$ cat src/rtl/seg7_scan_peripheral.sv
// Bus-mapped multi-digit 7-segment controller with autonomous scan,
// per-digit decimal points, leading-zero blanking and registered readback.
module seg7_scan_peripheral #(
    parameter logic [7:0] BASE_ADDR   = 8'hD0,
    parameter int         NUM_DIGITS  = 4,
    parameter int         REFRESH_DIV = 50000,
    parameter bit         ACTIVE_LOW  = 1'b1
) (
    input  logic                  CLK,
    input  logic                  RESET,
    input  logic [7:0]            BUS_ADDR,
    input  logic [7:0]            BUS_DATA,
    input  logic                  BUS_WE,
    output logic [7:0]            BUS_DATA_OUT,
    output logic                  BUS_DATA_OE,
    output logic [7:0]            HEX_OUT,
    output logic [NUM_DIGITS-1:0] SEG_SELECT
);

    localparam int NB = NUM_DIGITS / 2;
    localparam int VW = 4 * NUM_DIGITS;
    localparam int IW = $clog2(NUM_DIGITS);
    localparam int CW = $clog2(REFRESH_DIV);

    logic [VW-1:0]         value;
    logic [NUM_DIGITS-1:0] dp;
    logic [1:0]            ctrl;
    logic [CW-1:0]         cnt;
    logic [IW-1:0]         idx;

    logic [8:0] addr9;
    logic [7:0] off;
    logic       mapped;
    logic [7:0] rd_data;

    logic [3:0]            nib;
    logic [VW-1:0]         higher;
    logic                  blank;
    logic [6:0]            seg;
    logic [7:0]            hex_ah;
    logic [NUM_DIGITS-1:0] sel_ah;
    logic [7:0]            hex_nx;
    logic [NUM_DIGITS-1:0] sel_nx;

    function automatic logic [6:0] decode(input logic [3:0] n);
        logic [6:0] s;
        case (n)
            4'h0: s = 7'h3F;
            4'h1: s = 7'h06;
            4'h2: s = 7'h5B;
            4'h3: s = 7'h4F;
            4'h4: s = 7'h66;
            4'h5: s = 7'h6D;
            4'h6: s = 7'h7D;
            4'h7: s = 7'h07;
            4'h8: s = 7'h7F;
            4'h9: s = 7'h6F;
            4'hA: s = 7'h77;
            4'hB: s = 7'h7C;
            4'hC: s = 7'h39;
            4'hD: s = 7'h5E;
            4'hE: s = 7'h79;
            default: s = 7'h71;
        endcase
        return s;
    endfunction

    // 9-bit compare keeps the window from wrapping past 8'hFF
    assign addr9  = {1'b0, BUS_ADDR};
    assign off    = BUS_ADDR - BASE_ADDR;
    assign mapped = (addr9 >= {1'b0, BASE_ADDR}) &&
                    (addr9 <= ({1'b0, BASE_ADDR} + 9'(NB + 1)));

    always_comb begin
        rd_data = 8'h00;
        for (int k = 0; k < NB; k++) begin
            if (off == 8'(k)) rd_data = value[VW-1-8*k -: 8];
        end
        if (off == 8'(NB))     rd_data = 8'(dp);
        if (off == 8'(NB + 1)) rd_data = {6'b0, ctrl};
    end

    // A digit blanks when it and every more significant nibble are zero
    always_comb begin
        nib    = value[{idx, 2'b00} +: 4];
        higher = value >> {idx, 2'b00};
        blank  = ctrl[1] && (idx != '0) && (higher == '0);
        seg    = blank ? 7'h00 : decode(nib);
        hex_ah = {dp[idx], seg};
        sel_ah = NUM_DIGITS'(1) << idx;
        if (!ctrl[0]) begin
            hex_ah = 8'h00;
            sel_ah = '0;
        end
        hex_nx = ACTIVE_LOW ? ~hex_ah : hex_ah;
        sel_nx = ACTIVE_LOW ? ~sel_ah : sel_ah;
    end

    always_ff @(posedge CLK) begin
        if (RESET) begin
            value        <= '0;
            dp           <= '0;
            ctrl         <= 2'b01;
            cnt          <= '0;
            idx          <= '0;
            BUS_DATA_OUT <= 8'h00;
            BUS_DATA_OE  <= 1'b0;
            HEX_OUT      <= ACTIVE_LOW ? 8'hFF : 8'h00;
            SEG_SELECT   <= ACTIVE_LOW ? '1 : '0;
        end else begin
            if (cnt == CW'(REFRESH_DIV - 1)) begin
                cnt <= '0;
                idx <= (idx == IW'(NUM_DIGITS - 1)) ? '0 : idx + 1'b1;
            end else begin
                cnt <= cnt + 1'b1;
            end

            if (BUS_WE && mapped) begin
                for (int k = 0; k < NB; k++) begin
                    if (off == 8'(k)) value[VW-1-8*k -: 8] <= BUS_DATA;
                end
                if (off == 8'(NB))     dp   <= BUS_DATA[NUM_DIGITS-1:0];
                if (off == 8'(NB + 1)) ctrl <= BUS_DATA[1:0];
            end

            BUS_DATA_OE  <= !BUS_WE && mapped;
            BUS_DATA_OUT <= (!BUS_WE && mapped) ? rd_data : 8'h00;
            HEX_OUT      <= hex_nx;
            SEG_SELECT   <= sel_nx;
        end
    end

endmodule

$ cat config.mk
export PLATFORM = sky130hd
export DESIGN_NAME = seg7_scan_peripheral
export DESIGN_NICKNAME = d
export VERILOG_FILES = /design/src/rtl/seg7_scan_peripheral.sv
export SDC_FILE = /design/constraint.sdc
export NUM_CORES = 1
export LEC_CHECK = 0
export BUFFER_PORTS_ARGS = -buffer_cell sky130_fd_sc_hd__buf_4
export CAP_MARGIN = 20
export CORE_MARGIN = 4
export CORE_UTILIZATION = 45
export CTS_CLUSTER_DIAMETER = 120
export DETAILED_ROUTE_END_ITERATION = 12
export PLACE_DENSITY_LB_ADDON = 0.3
export SYNTH_ARGS = -nofsm -noshare
export SYNTH_HDL_FRONTEND = slang
export SYNTH_SLANG_ARGS = --single-unit
$ cat constraint.sdc
create_clock -name CLK -period 2.11 [get_ports CLK]
set_input_delay 0.3165 -clock CLK [delete_from_list [all_inputs] [get_ports CLK]]
set_output_delay 0.3165 -clock CLK [all_outputs]
set_load 0.02 [all_outputs]
Word-level counts from Yosys, hierarchy flattened
Memory sizes are Yosys's and may differ from the RTL's.
Index checks and enable logic that the tools add are counted.

storage, ports and cells
  register bits after elaboration = 61
  memory bits (read-only) = 112
  logic and storage cells = 57
  memories kept = 1

memory list
  name              depth  bits a word  read ports  clocked after Yosys merged registers in  write ports  RTL line  source
  (name not given)  16     7            1           0                                        0            47        case (n)

cells by class
  add/subtract/negate cells = 3
  order comparisons = 3
  equal/unequal tests = 5
  shifts and indexed selects = 3
  muxes and demuxes = 10
  bitwise logic cells = 3
  reduce and logical (&&, ||, !) cells = 17

operators with widths
  operator               number
  $mux 8                 3
  $add 16x1->16 const B  1
  $eq 16x16->1 const B   1
  $eq 8x2->1 const B     2
  $logic_not 16->1       1
  $shiftx 16x5->4        1
  $shr 16x4->16          1
  $eq 8x1->1 const B     1
  $ge 8x8->1 const B     1
  $le 8x8->1 const B     1
  $logic_not 8->1        1
  $mux 4                 2
  $not 8->8              1
  $reduce_and 2->1       4
  $sub 8x8->8 const B    1
  $mux 7                 1
  $logic_and 1x1->1      5
  $mux 2                 2
  $not 4->4              1
  $reduce_or 2->1        2
  $reduce_or 4->1        1
  $shl 1x2->4 const A    1
  $lt 2x3->1 const B     1
  $reduce_or 3->1        1
  7 further kinds        7

Logic depth before layout (Yosys ltp)
Gate-level depths: netlist of the first run.

  depth after elaboration = 6
  gate-level depth with buffers = 8

Least setup slack after synthesis of the first run
Ideal clock, no wire load.

  kind = register to register
  start = reg idx[0]
  end = reg HEX_OUT[4]
  setup time = 0.082 ns
  data arrival time = 2.136 ns
  slack = -0.108 ns
  cell stages (with the launch flop) = 9
  path buffers = 1
  period minus slack after synthesis = 2.218 ns
  path through = dfxtp_1 buf_6 mux4_2 inv_1 ha_1 inv_1 nor4_1 o2111ai_1 o2111ai_1

on the way
  cells in the longest elaborated chain, start to end = 6

ends and longest elaborated chain
  item                                                                  RTL line  source
  start: declaration                                                    29        logic [IW-1:0] idx;
  start signal: assignment                                              113       idx <= (idx == IW'(NUM_DIGITS - 1)) ? '0 : idx + 1'b1;
  parallel branches: the longest is 3 deep, another holds $mem_v2 16x7  n/a
  $mux 7 (*)                                                            88        seg = blank ? 7'h00 : decode(nib);
  $mux 8 (*)                                                            91        if (!ctrl[0]) begin
  $not 8->8 (*)                                                         95        hex_nx = ACTIVE_LOW ? ~hex_ah : hex_ah;
  end signal: assignment                                                108       HEX_OUT <= ACTIVE_LOW ? 8'hFF : 8'h00;
  end signal: assignment                                                128       HEX_OUT <= hex_nx;
  end: declaration                                                      16        output logic [7:0] HEX_OUT,

Every way passes the cells marked *.
A chain may end at the register's enable or synchronous reset.

Final worst setup path of the first run
  start = reg idx[0]
  end = reg HEX_OUT[6]

Same word-level chain as after synthesis.

==> metrics.md, run 1 <==
| Metric | Value |
|---|---|
| Status | `finished clean` |
| Max IR drop VDD | `0.4267 mV` |
| Final Hold Viols | `0` |
| R2r endpoint | `HEX_OUT[6]$_SDFF_PP1_` |
| Hold_sp | `BUS_DATA[5]` |
| Final core utilization | `57.12%` |
| Power per Cell Area | `roughly 600 mW/mm²` |
| Synth cell count leaders | `dfxtp_1 (61), nor2_1 (35), mux2i_1 (30)` |
| Cells after Synth | `about 300` |
| Worst Skew | `about 0.0083 ns` |
| Vias in the first global route | `about 2200` |
| Critical Path Max Stage Delay | `between 0.5 and 0.6 ns` |
| Static Leak | `between 1.5 and 2 nW` |
| CTS tree | `done` |
| Cell count after placement | `424` |
| Crit path capture type | `flop` |
| Worst-Margin Slew | `0.4454 ns` |
| Global-route wire length before repair | `about 10000 µm` |
| Placed Instance Area | `0.003471 mm²` |
| TNS Setup | `0 ns` |
| Post-Syn Area | `0.002997 mm²` |
| Ys Warns | `0` |
| Period utilisation layout | `about 97%` |
| Total GRT Usage | `approximately 17%` |
| 1st-pass router iterations | `5` |
| Hold endpoint | `value[5]$_SDFFE_PP0P_` |
| Share of cells above drive strength 1 | `about a quarter` |
| Distinct cells, synth | `46` |
| # DRC | `0` |
| DR vias | `roughly 2300` |
| Async set-reset flop share out of synthesis | `0%` |
| Die ar. | `roughly 0.0080 mm²` |
| Gpl congestion | `between 0.8 and 0.9` |
| Wirelength, routed | `6498 µm` |
| Final Net Count | `~390` |
| Post-synth top area share | `approximately two fifths` |
| Critical path arrival | `2.25 ns` |
| CTS root buffer | `clkbuf_8` |
| Most numerous cell in the Yosys netlist | `dfxtp_1` |
| Req. time, crit path | `approximately 2.3 ns` |
| Core area | `0.006422 mm²` |
| Antenna diode count | `0` |
| Yosys top cell by area | `dfxtp_1` |
| Largest net degree at the start of global routing | `35` |
| Post-Syn Nets | `332` |
| H-tree depth | `3` |
| FF+latch count, synth | `between 60 and 70` |
| Port bufs | `39` |
| R2R depth | `6` |
| Antenna-violating nets left | `0` |
| Critical path launch point type | `flop` |
| Final Cell Area | `0.003669 mm²` |
| Worst R2R Setup Slack | `around 0.063 ns` |
| Max Freq | `488.6 MHz` |
| Clock latency on the worst-skew pair | `about 0.34 ns` |
| PnR worst setup slack | `about 0.063 ns` |
| Clk slew on worst S/H paths | `roughly 0.070 ns` |
| Total power | `between 2 and 2.5 mW` |
| CTS sink cnt | `61` |
| Worst-path maximum fanout | `4` |
| Die Width | `roughly 90 µm` |
| DR WL/cell | `roughly 15 µm` |
| Register area share after synthesis | `between 40% and 50%` |
| Hold Path Class | `in2reg` |
| Site Rows | `29` |
| Crit path max-delay cell type | `mux4_1` |
| Slew margin rel. | `~70%` |
| Top cells by area, synth | `dfxtp_1 (41%), mux2i_1 (10%), ha_1 (4.6%), mux4_2 (4.5%), nand2b_1 (4.4%)` |
| Crit path cell chain | `mux4_1 > buf_4 > ha_1 > mux2_4 > a22oi_1 > nand3_1` |
| Cts repair resizes | `0` |
| Setup violations, final | `0` |
| Number of enable flip-flop cells after synthesis | `0` |
| Synth Area per Inst | `between 9 and 10 µm²` |
| WS Path Type | `reg2reg` |
| Reg2reg start | `idx[0]$_SDFFE_PP0P_` |
| Final cell count without fillers | `440` |
| Initial antenna violation count | `0` |
| Clock Tree Buf Depth | `2` |
| Worst Hold Depth | `3` |
| Max-cap viol count | `0` |
| Layout Area Growth over Synthesis | `22.42%` |
| Die Span Y | `89.61 µm` |
| Starting Density | `approximately 47%` |
| DP HPWL | `around 4900 µm` |
| Final hold slack | `between 0.2 and 0.25 ns` |
| Minimum clock period | `~2.0 ns` |
| DR iter-0 viols | `about 170` |
| Post-CTS Setup Repair Bufs | `0` |
| Number of buffers inserted by hold repair at cts | `0` |
| Pre-CTS WS | `around 0.05 ns` |
| CTS Buf Count | `9` |
| Max-slew violations | `0` |
| Vias per Instance | `~5.2` |
| Ports | `40` |
| Synth Flop Type | `dfxtp_1` |
| Total gr overflow | `0` |
-- cells by family after synthesis --
logic type / share of synthesized area (%)
AND/OR/NAND/NOR: 23.34
flip-flops: 40.75
multiplexers: 18.79
buffers and inverters: 4.133
AO/OA/AOI/OAI: 3.717
XOR/XNOR: 4.677
adder cells (fa/ha/maj): 4.593
-- power breakdown --
part	leakage (nW)	internal, mW	switching [mW]	total (mW)
clock	0.0877	0.491	0.417	0.907
sequential	0.495	1.16	0.00595	1.17
combinational	0.932	0.0580	0.0599	0.118
-- how the worst max path moves through the flow --
stage,startpoint,to,slack [ns],depth (start not counted)
5_1_grt,idx[0]$_SDFFE_PP0P_,HEX_OUT[5]$_SDFF_PP1_,-0.01,6
3_5_place_dp,idx[0]$_SDFFE_PP0P_,HEX_OUT[4]$_SDFF_PP1_,0.05,7
6_report,idx[0]$_SDFFE_PP0P_,HEX_OUT[6]$_SDFF_PP1_,0.06,6
4_1_cts,idx[0]$_SDFFE_PP0P_,HEX_OUT[4]$_SDFF_PP1_,0.03,7
2_1_floorplan,idx[0]$_SDFFE_PP0P_,HEX_OUT[4]$_SDFF_PP1_,0.03,8
3_3_place_gp,idx[0]$_SDFFE_PP0P_,HEX_OUT[4]$_SDFF_PP1_,0.11,7
-- routing by layer --
layer  part of all wire, %  track usage (%)  up-vias
li1                      -                -     1163
met1                    45            22.05     1080
met2                    48            27.19       52
met3                   5.9            6.387       10
met4                   1.6            6.901        0
met5                     0                0        -
-- worst max-delay path, delay by kind of cell (launching register included) --
family,cells,cell delay (ns)
AOI/OAI and AO/OA,1,0.19
adders and majority gates,1,0.21
muxes,2,0.87
and+or+nand+nor,1,0.10
DFF,1,0.38
buffers and inverters,1,0.17
-- cell type report --
class	instances	area [µm²]
Fill cell	556	2754
Multi-Input combinational cell	215	1690
Sequential cell	61	1222
Timing Repair Buffer	59	442.9
Clock buffer	15	166.4
Tap cell	77	96.34
Inverter	12	45.04
Clock inverter	1	5.005
-- sequential cells by signal (all words and copies together), names as in the netlist --
signal	flops
BUS_DATA_OE	1
BUS_DATA_OUT	8
HEX_OUT	8
SEG_SELECT	4
cnt	16
ctrl	2
dp	4
idx	2
value	16
-- placed cells by master (no fill, tap or decap), types with 3 or more instances in the layout --
master,synthesis,final
mux2i_1,30,30
a21oi_1,6,6
nand2_1,15,15
nand2b_1,21,21
clkbuf_1,8,4
nor3_1,7,7
nor2_1,35,35
mux4_1,3,3
mux2_2,3,3
xnor2_1,14,14
buf_4,0,59
nand4_1,7,7
inv_1,12,12
mux4_2,6,6
dfxtp_1,61,60
nor2b_1,8,8
clkbuf_8,0,11
ha_1,11,11
nand3_1,11,11
nor4_1,5,4
Note: power is estimated with default switching activity, not from simulation.
==> run 2, diff against run 1 <==
Settings changed: RECOVER_POWER set to 50.
==> run 2 against run 1 <==
  * Critical endpoint unchanged
  * Global-route usage is the same
  * Final area shrank 2.1%
  * Sequential cell count is the same
  * Total power shrank 0.25%
  * Non-clock buffer count is the same
  * Critical path depth is the same
  * First-iteration DRC count shrank 23%
  * Clock power is essentially flat
  * Core utilization shrank 1.2 points
  * Worst setup slack gained 0.013 ns
  * Routed wire length shrank 0.28%
  * Largest cell class unchanged
  * Final cell count is the same
==> metrics.md, run 2 (synthesis results as in run 1) <==
| Metric | Value |
|---|---|
| Status | `finished clean` |
| Port bufs | `39` |
| Setup violations, final | `0` |
| Final Net Count | `between 300 and 400` |
| Crit path capture type | `flop` |
| Max IR drop VDD | `around 0.43 mV` |
| Global-route wire length before repair | `10470 µm` |
| Ports | `40` |
| Max Freq | `491.8 MHz` |
| Worst-Margin Slew | `roughly 1.1 ns` |
| Total gr overflow | `0` |
| Final core utilization | `a little under three fifths` |
| H-tree depth | `3` |
| Clock latency on the worst-skew pair | `~0.34 ns` |
| Starting Density | `a little under half` |
| Die ar. | `about 0.008 mm²` |
| DR iter-0 viols | `about 130` |
| Period utilisation layout | `96.36%` |
| 1st-pass router iterations | `5` |
| Minimum clock period | `~2 ns` |
| Worst R2R Setup Slack | `~0.077 ns` |
| Slew margin rel. | `a little under a quarter` |
| WS Path Type | `reg2reg` |
| Top Registers | `cnt (16), value (16)` |
| Max-cap viol count | `0` |
| Layout Area Growth over Synthesis | `19.79%` |
| Final hold slack | `about 0.22 ns` |
| Crit path to | `HEX_OUT[6]$_SDFF_PP1_` |
| Worst-path maximum fanout | `4` |
| R2R depth | `6` |
| Most frequent cells in the layout | `dfxtp_1 (60), buf_4 (37), nor2_1 (35)` |
| Clock Tree Buf Depth | `2` |
| CTS root buffer | `clkbuf_8` |
| Gpl congestion | `between 0.8 and 0.9` |
| Worst Skew | `about 0.0075 ns` |
| CTS Buf Count | `9` |
| Commonest non-fill, non-tap cell in the layout | `dfxtp_1` |
| Die Width | `89.61 µm` |
| Clk slew on worst S/H paths | `approximately 0.07 ns` |
| Initial antenna violation count | `0` |
| CTS tree | `done` |
| Total GRT Usage | `around 17%` |
| Number of buffers inserted by hold repair at cts | `0` |
| Req. time, crit path | `about 2.3 ns` |
| Final Cell Area | `roughly 0.0036 mm²` |
| Power per Cell Area | `around 610 mW/mm²` |
| Worst Setup SP | `idx[0]$_SDFFE_PP0P_` |
| Site Rows | `29` |
| DP HPWL | `4863 µm` |
| Vias in the first global route | `around 2200` |
| Final Hold Viols | `0` |
| Die Span Y | `~90 µm` |
| Vias per Instance | `roughly 5.2` |
| # DRC | `0` |
| Antenna-violating nets left | `0` |
| Placed Instance Area | `0.003471 mm²` |
| Critical path launch point type | `flop` |
| Max-slew violations | `0` |
| Reg2reg start | `idx[0]$_SDFFE_PP0P_` |
| Static Leak | `approximately 1.4 nW` |
| Critical path arrival | `2.23 ns` |
| CTS sink cnt | `a little over 60` |
| Share of cells above drive strength 1 | `between 10% and 20%` |
| Hold Path Class | `in2reg` |
| Wirelength, routed | `6480 µm` |
| Largest net degree at the start of global routing | `35` |
| Core area | `0.006422 mm²` |
| R2r endpoint | `HEX_OUT[6]$_SDFF_PP1_` |
| DR vias | `2304` |
| DR WL/cell | `14.73 µm` |
| Post-CTS Setup Repair Bufs | `0` |
| Antenna diode count | `0` |
-- run 2: changes by cell type in the layout (fill, tap and decap cells not counted), sizes merged --
cell	delta
buf	-22
clkbuf	+22
-- run 2: final cells by class --
cell class / instances / area [µm²]
Sequential cell: 61 / 1222
Timing Repair Buffer: 59 / 364.1
Fill cell: 557 / 2833
Clock inverter: 1 / 5.005
Tap cell: 77 / 96.34
Clock buffer: 15 / 166.4
Multi-Input combinational cell: 215 / 1690
Inverter: 12 / 45.04
-- run 2: per-layer routing --
metal / wire length, µm / global-route usage, % / vias up / part of all wire, %
met5: 0 / 0 / - / 0
met1: 2863 / 22.05 / 1075 / 44
met2: 3113 / 27.19 / 50 / 48
met3: 401 / 6.387 / 10 / 6.2
li1: - / - / 1169 / -
met4: 102 / 6.901 / 0 / 1.6
-- run 2: metrics by stage --
step	setup WS (ns)	total power [mW]	setup TNS, ns	std cells
6_report	0.07671	2.190	0	440
2_1_floorplan	0.03098	1.261	0	302
3_5_place_dp	0.04988	1.314	0	424
3_3_place_gp	0.1076	1.313	0	424
4_1_cts	0.02634	2.225	0	440
5_1_grt	-0.01238	2.289	-0.01238	440
-- run 2: timing repair --
| action | in CTS | in global routing |
|---|---|---|
| resized for setup | 0 | 3 |
| setup endpoints to repair | 0 | 7 |
| hold endpoints to repair | 0 | 0 |
-- run 2: worst min path at each step --
stage / from / endpoint / depth (start not counted)
after floorplan: cnt[0]$_SDFF_PP0_ / cnt[0]$_SDFF_PP0_ / 1
after global placement: cnt[0]$_SDFF_PP0_ / cnt[0]$_SDFF_PP0_ / 1
after CTS: BUS_DATA[5] / value[5]$_SDFFE_PP0P_ / 3
final: BUS_DATA[5] / value[5]$_SDFFE_PP0P_ / 3
after global routing: BUS_DATA[4] / value[4]$_SDFFE_PP0P_ / 3
after detailed placement: cnt[0]$_SDFF_PP0_ / cnt[0]$_SDFF_PP0_ / 1
-- run 2: report_power, final --
| group | switching, mW | internal (mW) |
|---|---|---|
| clock | 0.418 | 0.491 |
| sequential | 0.00569 | 1.16 |
| combinational | 0.0600 | 0.0512 |
| total | 0.484 | 1.71 |
-- run 2: worst max-delay path: stages, from the launching register on --
cell and delay, ns:
dfxtp_2 0.37, mux4_1 0.59, buf_4 0.17, ha_1 0.21, mux2_4 0.28, a22oi_1 0.18, nand3_1 0.10
==> run 3, diff against run 2 <==
Settings changed: CORE_MARGIN 4 to unset, CORE_UTILIZATION 45 to 30.
==> run 3 against run 2 <==
  * Critical path depth is the same
  * Highest routed layer unchanged
  * Sequential share of layout area shrank 0.33 points
  * Register-to-register slack gained 0.04 ns
  * Total power grew 0.65%
  * Sequential cell count is the same
  * Global-route usage shrank 4.1 points
  * Fmax grew 2.2%
  * First-iteration DRC count shrank 22%
  * Clock-buffer cell count shrank 3
  * Critical path type unchanged
  * Clock skew grew 0.0027 ns
  * Via count shrank 1.7%
==> metrics.md, run 3 (synthesis results as in run 1) <==
| Metric | Value |
|---|---|
| Max-slew violations | `0` |
| Reg area | `0.001222 mm²` |
| TNS Setup | `0 ns` |
| Die Width | `about 100 µm` |
| Antenna-violating nets left | `0` |
| Crit path to | `HEX_OUT[5]$_SDFF_PP1_` |
| Top Registers | `cnt (16), value (16)` |
| RSZ-0062 raised after global routing | `no` |
| Power per Cell Area | `608.2 mW/mm²` |
| Crit path max-delay cell type | `mux4_1` |
| Gpl congestion | `0.8441` |
| Total GRT Usage | `13.41%` |
| CTS tree | `done` |
| Wirelength, routed | `roughly 6500 µm` |
| Fill cells | `between 1000 and 1500` |
| Die Span Y | `between 100 and 150 µm` |
| Comb pwr share | `4.9%` |
| Starting Density | `slightly above 30%` |
| Switching Power | `about 0.5 mW` |
| Final cell count without fillers | `493` |
| Clock latency on the worst-skew pair | `roughly 0.34 ns` |
| Seq pwr share | `approximately 53%` |
| Max Freq | `approximately 500 MHz` |
| Most frequent cells in the layout | `dfxtp_1 (60), nor2_1 (35), mux2i_1 (30)` |
| Core area | `~0.0097 mm²` |
| Vias in the first global route | `between 2000 and 2500` |
| H-tree depth | `3` |
| Req. time, crit path | `about 2.3 ns` |
| Placed Instance Area | `approximately 0.0035 mm²` |
| Slew margin rel. | `approximately 45%` |
| Worst-Margin Slew | `0.8310 ns` |
| Final Cell Area | `0.003625 mm²` |
| Port bufs | `39` |
| Number of buffers inserted by hold repair at cts | `0` |
| Max IR drop VDD | `0.2652 mV` |
| Die ar. | `approximately 0.010 mm²` |
| Final Net Count | `slightly below 400` |
| Setup violations, final | `0` |
| R2r endpoint | `HEX_OUT[5]$_SDFF_PP1_` |
| Critical path launch point type | `flop` |
| CTS sink cnt | `61` |
| Clk slew on worst S/H paths | `roughly 0.070 ns` |
| Post-CTS Setup Repair Bufs | `0` |
| Critical Path Max Stage Delay | `0.58 ns` |
| Crit path capture type | `flop` |
| Area of the multi-input gates | `around 0.0017 mm²` |
| Initial antenna violation count | `0` |
| Cts repair resizes | `0` |
| 1st-pass router iterations | `4` |
| Largest net degree at the start of global routing | `26` |
| DR WL/cell | `13.09 µm` |
| Vias per Instance | `approximately 4.6` |
| Ports | `40` |
| Max-cap viol count | `0` |
| Crit path cell chain | `mux4_1 > buf_4 > ha_1 > mux2_2 > a22oi_1 > nand3_1` |
| DR iter-0 viols | `100` |
| Sw frac | `between 20% and 30%` |
| Worst R2R Setup Slack | `about 0.12 ns` |
| Period utilisation layout | `~94%` |
| Worst-path maximum fanout | `5` |
| Worst Skew | `0.01018 ns` |
| Site Rows | `36` |
| Critical path arrival | `around 2.2 ns` |
| Minimum clock period | `between 1.5 and 2 ns` |
| Final Hold Viols | `0` |
| Layout Area Growth over Synthesis | `20.96%` |
| Worst Setup SP | `idx[0]$_SDFFE_PP0P_` |
| Clock power share | `42.0%` |
| Status | `finished clean` |
| Share of cells above drive strength 1 | `18.61%` |
| CTS Buf Count | `9` |
| Antenna diode count | `0` |
| Total gr overflow | `0` |
| Static Leak | `roughly 1.4 nW` |
| Global-route wire length before repair | `roughly 10000 µm` |
| # DRC | `0` |
| CTS root buffer | `clkbuf_8` |
| Int Power | `1.697 mW` |
| Stages on worst setup path | `6` |
| Cell count after placement | `477` |
| Final core utilization | `37.26%` |
| Hold Path Class | `in2reg` |
| Final hold slack | `0.2181 ns` |
| Clock Tree Buf Depth | `2` |
| Worst path top cell family by delay | `multiplexers` |
| WS Path Type | `reg2reg` |
| Reg2reg start | `idx[0]$_SDFFE_PP0P_` |
| DR vias | `2264` |
| Commonest non-fill, non-tap cell in the layout | `dfxtp_1` |
| Buf+Inv Stages, Crit Path | `1` |
| DP HPWL | `4938 µm` |
| R2R depth | `6` |
[run 3: changes by cell type in the layout (fill, tap and decap cells not counted), sizes merged]
| cell | change |
|---|---|
| clkinvlp | +1 |
| buf | -8 |
| clkbuf | +2 |
| clkinv | +2 |
[run 3: power groups by stage]
stage,logic [mW],registers [mW],clock network [mW]
after floorplan,0.0555,1.21,0
after global placement,0.118,1.20,0
after detailed placement,0.118,1.20,0
after CTS,0.118,1.17,0.952
after global routing,0.121,1.17,1.01
final,0.108,1.17,0.925
[run 3: per-stage QoR]
stage,setup WS (ns),total power [mW]
floorplan,0.03098,1.261
global route,0.03074,2.300
global placement,0.1212,1.314
detailed placement,0.05039,1.315
CTS,0.02071,2.241
finish,0.1200,2.205
[run 3: final cells by class]
class	count	area share (%)
sequential	61	33.72
clock buffer	12	4.280
tap	133	4.591
multi-input combinational	215	46.63
clock inverter	4	0.6213
timing repair buffer	56	8.906
inverter	12	1.243
[run 3: how the worst min path moves through the flow]
stage | to | depth (start not counted) | slack (ns) | from
final | value[7]$_SDFFE_PP0P_ | 3 | 0.22 | BUS_DATA[7]
after global routing | ctrl[1]$_SDFFE_PP0P_ | 3 | 0.23 | BUS_DATA[1]
after CTS | value[7]$_SDFFE_PP0P_ | 3 | 0.20 | BUS_DATA[7]
after detailed placement | cnt[0]$_SDFF_PP0_ | 1 | 0.45 | cnt[0]$_SDFF_PP0_
after global placement | cnt[0]$_SDFF_PP0_ | 1 | 0.43 | cnt[0]$_SDFF_PP0_
after floorplan | cnt[0]$_SDFF_PP0_ | 1 | 0.42 | cnt[0]$_SDFF_PP0_
[run 3: tightest hold or removal path: stages]
cell,delay [ns]
buf_4,0.08
mux2i_1,0.05
nor2_1,0.07
[run 3: per-layer routing]
layer / share of wire, % / wire length, µm / up-vias / GRT usage (%)
li1: - / - / 1160 / -
met1: 49 / 3154 / 1055 / 17.59
met2: 44 / 2844 / 36 / 19.85
met3: 4.6 / 299 / 13 / 4.036
met4: 2.4 / 155 / 0 / 7.033
met5: 0 / 0 / - / 0
